--- src/rtl/stack_controller.sv ---
// Stack-unit control block: runs a 1024x32 MEMORIA array as a hardware LIFO,
// taking commands over valid/ready and exposing top-of-stack and occupancy.
module stack_controller #(
    parameter int unsigned WIDTH = 32,
    parameter int unsigned ADDR  = 10
) (
    input  logic             clock,
    input  logic             reset,
    input  logic             cmd_valid,
    output logic             cmd_ready,
    input  logic [2:0]       cmd_op,
    input  logic [WIDTH-1:0] cmd_data,
    output logic             done,
    output logic             err,
    output logic [WIDTH-1:0] tos,
    output logic [ADDR:0]    sp,
    output logic             empty,
    output logic             full,
    output logic [WIDTH-1:0] mem_x,
    output logic [ADDR-1:0]  mem_ind1,
    output logic [ADDR-1:0]  mem_ind2,
    output logic             mem_beta,
    input  logic [WIDTH-1:0] mem_out1,
    input  logic [WIDTH-1:0] mem_out2
);
    localparam int unsigned DEPTH   = 2**ADDR;
    localparam logic [ADDR:0] SP_FULL = (ADDR+1)'(DEPTH);
    localparam logic [ADDR:0] SP_TWO  = (ADDR+1)'(2);

    localparam logic [2:0] OP_PUSH = 3'd1;
    localparam logic [2:0] OP_POP  = 3'd2;
    localparam logic [2:0] OP_ADD  = 3'd3;
    localparam logic [2:0] OP_SUB  = 3'd4;
    localparam logic [2:0] OP_DUP  = 3'd5;
    localparam logic [2:0] OP_SWAP = 3'd6;

    typedef enum logic [1:0] {IDLE, EXEC, WRITE2} state_t;

    state_t           state, state_nxt;
    logic [2:0]       op_q;
    logic [WIDTH-1:0] data_q;
    logic [WIDTH-1:0] tmp_q;
    logic [ADDR:0]    sp_nxt;
    logic [ADDR-1:0]  new_idx, top_idx, sec_idx;
    logic             op_err;
    logic             beta_c;

    assign new_idx = sp[ADDR-1:0];
    assign top_idx = new_idx - ADDR'(1);
    assign sec_idx = new_idx - ADDR'(2);
    assign empty   = (sp == '0);
    assign full    = (sp == SP_FULL);
    assign tos     = empty ? '0 : mem_out1;
    // No memory write may land on an edge where reset is sampled.
    assign mem_beta = beta_c & ~reset;

    // Over/underflow of the latched command against the pre-op pointer.
    always_comb begin
        op_err = 1'b0;
        case (op_q)
            OP_PUSH:                 op_err = full;
            OP_POP:                  op_err = empty;
            OP_DUP:                  op_err = full | empty;
            OP_ADD, OP_SUB, OP_SWAP: op_err = (sp < SP_TWO);
            default:                 op_err = 1'b0;
        endcase
    end

    always_ff @(posedge clock) begin
        if (reset) state <= IDLE;
        else       state <= state_nxt;
    end

    always_comb begin
        state_nxt = state;
        case (state)
            IDLE:    if (cmd_valid) state_nxt = EXEC;
            EXEC:    state_nxt = (op_q == OP_SWAP && !op_err) ? WRITE2 : IDLE;
            WRITE2:  state_nxt = IDLE;
            default: state_nxt = IDLE;
        endcase
    end

    // Indices, write enable and pointer update; independent of read data.
    always_comb begin
        cmd_ready = (state == IDLE);
        mem_ind1  = top_idx;
        mem_ind2  = sec_idx;
        beta_c    = 1'b0;
        sp_nxt    = sp;
        if (state == EXEC && !op_err) begin
            case (op_q)
                OP_PUSH: begin
                    mem_ind1 = new_idx;
                    beta_c   = 1'b1;
                    sp_nxt   = sp + (ADDR+1)'(1);
                end
                OP_POP: sp_nxt = sp - (ADDR+1)'(1);
                OP_ADD, OP_SUB: begin
                    mem_ind1 = sec_idx;
                    mem_ind2 = top_idx;
                    beta_c   = 1'b1;
                    sp_nxt   = sp - (ADDR+1)'(1);
                end
                OP_DUP: begin
                    mem_ind1 = new_idx;
                    mem_ind2 = top_idx;
                    beta_c   = 1'b1;
                    sp_nxt   = sp + (ADDR+1)'(1);
                end
                OP_SWAP: beta_c = 1'b1;
                default: ;
            endcase
        end else if (state == WRITE2) begin
            mem_ind1 = sec_idx;
            beta_c   = 1'b1;
        end
    end

    // Write data path; kept apart from the index logic so read data never loops back.
    always_comb begin
        mem_x = '0;
        if (state == EXEC) begin
            case (op_q)
                OP_PUSH:          mem_x = data_q;
                OP_ADD:           mem_x = mem_out1 + mem_out2;
                OP_SUB:           mem_x = mem_out1 - mem_out2;
                OP_DUP, OP_SWAP:  mem_x = mem_out2;
                default:          mem_x = '0;
            endcase
        end else if (state == WRITE2) begin
            mem_x = tmp_q;
        end
    end

    always_ff @(posedge clock) begin
        if (reset) begin
            sp     <= '0;
            done   <= 1'b0;
            err    <= 1'b0;
            op_q   <= '0;
            data_q <= '0;
            tmp_q  <= '0;
        end else begin
            sp   <= sp_nxt;
            done <= (state == EXEC && state_nxt == IDLE) || (state == WRITE2);
            err  <= (state == EXEC) && op_err;
            if (state == IDLE && cmd_valid) begin
                op_q   <= cmd_op;
                data_q <= cmd_data;
            end
            // Old top, written to the second slot by WRITE2.
            if (state == EXEC) tmp_q <= mem_out1;
        end
    end
endmodule
--- config.mk ---
export PLATFORM = sky130hd
export DESIGN_NAME = stack_controller
export DESIGN_NICKNAME = d
export VERILOG_FILES = /design/src/rtl/stack_controller.sv
export SDC_FILE = /design/constraint.sdc
export NUM_CORES = 1
export LEC_CHECK = 0
export CAP_MARGIN = 40
export CORE_AREA = 2 2 125 127
export DETAILED_ROUTE_END_ITERATION = 6
export DIE_AREA = 0 0 127 129
export PLACE_DENSITY = 0.87
export REMOVE_ABC_BUFFERS = 1
export SYNTH_ARGS = -nofsm -noshare
export SYNTH_HDL_FRONTEND = slang
export SYNTH_SLANG_ARGS = --single-unit
--- constraint.sdc ---
create_clock -name clock -period 12.1 [get_ports clock]
set_input_delay 3.025 -clock clock [delete_from_list [all_inputs] [get_ports clock]]
set_output_delay 3.025 -clock clock [all_outputs]
set_load 0.02 [all_outputs]
==> results.tsv <==
metric	value	unit
HPWL after DPL	18240	um
vias in the first global route	7806	
final setup fails	0	
setup tns final	0	ns
Cell variety after synth	76	
max_cap viols	0	
Final Max Tran Viols	0	
NumNets Final	1375	
Crit Path Class	input port to output port	
# diodes	0	
GR Util All Layers	30.21	%
Worst EP arrival	8.06	ns
mapped cell area	7560	um^2
DIE AREA	16380	um^2
synthesized area per cell	7.125	um^2
first-pass GRT wire length	40120	um
H-tree depth	3	
Num Clock Sinks	82	
Yosys top cell by area	dfxtp_1	
largest net degree at the start of global routing	48	
IO buf count	202	
FF+latch count, synth	82	
Max IR drop VDD	0.00006972	V
Power Density	113.9	nW/um^2
share of layout cells above drive strength 1	5.147	%
ys async rst share	0	%
area grow syn2layout	31.58	%
Worst Setup Start Kind	input port	
status	finished, final reports clean	
# fillers	1323	
Design Power	1.133	mW
worst path required time	9.07	ns
root buf cell	clkbuf_16	
Endpoint, Worst Hold	tmp_q[12]$_SDFFE_PP0P_	
Hold WC Path Type	register to register	
Syn. warnings	0	
most frequent cells after synthesis	nand2_1, a21oi_1, dfxtp_1	
Vias/cell	5.887	
CTS tree	yes	
ANT nets after route	0	
Initial Util	50.48	%
post-synthesis cell count	1061	
DR iter-0 viols	765	
worst hold start	tmp_q[12]$_SDFFE_PP0P_	
Worst Tran Pin Value	0.8792	ns
Final Hold Viols	0	
initial antenna violation count	0	
CP Max Fanout	5	
post-CTS sizing	0	
Die Y	129	um
prevailing post-synth register cell	dfxtp_1	
minimum clock period	11.08	ns
Slew headroom	41.32	%
EDFF count, synth	0	
multi-input logic area	5508	um^2
row cnt	45	
Vias	8312	
io pins	203	
reg2reg start	op_q[0]$_SDFFE_PP0P_	
# DRC	0	
Skew-Pair Late Insertion Delay	0.35	ns
Detailed Routing Iterations Pass 1	5	
post-synth top area share	21.71	%
routability congestion estimate	0.9304	
routed wire length	25020	um
register area	1642	um^2
most frequent cell after synthesis	nand2_1	
Placeable Area	14980	um^2
Util after Layout	66.42	%
total grt overflow	0	
setup bufs post-CTS	0	
Layout Skew	0.008096	ns
clock slew at reported path FFs	0.06	ns
WL/cell	17.72	um
R2R setup slack	7.07	ns
part of the cycle the worst path needs	91.58	%
RSZ-0062 raised after global routing	false	
LEAKAGE	3.783	nW
hold_ws	0.4557	ns
Die W	127	um
FMAX	90.24	MHz
number of CTS-inserted buffers	9	
Hold-fix buffers, CTS	0	
Max clock buf depth	2	
critical path capture point type	output port	
reg2reg end	sp[10]$_SDFFE_PP0P_	
WHS Path Cells	2	
ranking of synthesized cells by area	dfxtp_1, nand2_1, a21oi_1	
sequential area share after synthesis	21.71	%
reg2reg path depth	13	
-- critical path: stages --
cell	delay [ns]
clkdlybuf4s50_1	0.48
inv_1	0.13
ha_1	0.20
nand2_1	0.06
nor3_1	0.32
nand2_1	0.17
nor2_1	0.24
nand2_1	0.17
nor3_1	0.52
a21oi_1	0.17
xnor2_1	0.17
ha_1	0.34
and3_1	0.22
nand2_1	0.10
o22ai_1	0.14
a311oi_2	0.27
o21bai_1	0.10
a21oi_1	0.18
xor2_1	0.09
o21ai_0	0.26
clkdlybuf4s50_1	0.69
-- per-stage QoR --
| stage | std cells | setup slack, ns | area, um^2 |
|---|---|---|---|
| 3_5_place_dp | 1396 | 1.141 | 9628 |
| 6_report | 1412 | 1.019 | 9947 |
| 5_1_grt | 1412 | 0.6522 | 9947 |
| 4_1_cts | 1412 | 1.073 | 9947 |
| 2_1_floorplan | 992 | 2.744 | 7251 |
| 3_3_place_gp | 1394 | 1.285 | 9600 |
-- area by class of cell --
class	instances	area share, %
Multi-Input combinational cell	881	55.37
Sequential cell	82	16.50
Clock inverter	6	0.9057
Timing Repair Buffer	216	21.46
Tap cell	188	2.365
Inverter	29	1.094
Clock buffer	10	2.302
-- report_power, final --
part           internal (mW)  switching, mW
Clock                  0.182          0.122
Combinational          0.239          0.291
Sequential             0.284         0.0146
Total                  0.705          0.428
-- logic make-up (layout without fill, tap and decap cells) --
kind of cell             after synthesis  in the layout  synth area share, %
flip-flops                            82             82                21.71
AO/OA/AOI/OAI                        332            332                28.02
buffers and inverters                 98            261                5.528
adder cells (fa/ha/maj)               54             54                9.136
XOR/XNOR                              86             86                9.964
AND/OR/NAND/NOR                      398            398                24.11
multiplexers                          11             11                1.523
-- flip-flops by register name, indices dropped and copies added, names as in the netlist --
signal,count
sp,11
tmp_q,32
data_q,32
done,1
err,1
op_q,3
state,2
-- routing by layer --
metal / vias up / wire length, um / track usage [%]
met3: 33 / 1846 / 3.950
met5: - / 0 / 0
met1: 3879 / 10780 / 39.88
met4: 0 / 344 / 8.920
met2: 357 / 12050 / 51.87
li1: 4043 / - / -
-- worst max-delay path by stage --
stage	start	end	slack, ns	depth (start not counted)
after floorplan	mem_out2[1]	mem_x[28]	2.74	18
after global placement	mem_out2[0]	mem_x[29]	1.28	21
after detailed placement	mem_out2[0]	mem_x[29]	1.14	21
after CTS	mem_out2[0]	mem_x[29]	1.07	21
after global routing	mem_out2[0]	mem_x[29]	0.65	21
final	mem_out2[0]	mem_x[29]	1.02	21
-- cells in the final DEF, fill, tap and decap left out, drive strengths merged, types with 13 or more instances in the layout --
master         instances
nand3                 13
dfxtp                 82
o221ai                16
a21oi                144
o21ai                 47
nand2                222
clkdlybuf4s50        201
nor3                  13
buf                   15
a211oi                13
a21o                  15
inv                   29
nor2                  66
xor2                  28
a22oi                 26
ha                    52
xnor2                 58
and2                  36
(Power assumes the default switching activity.)
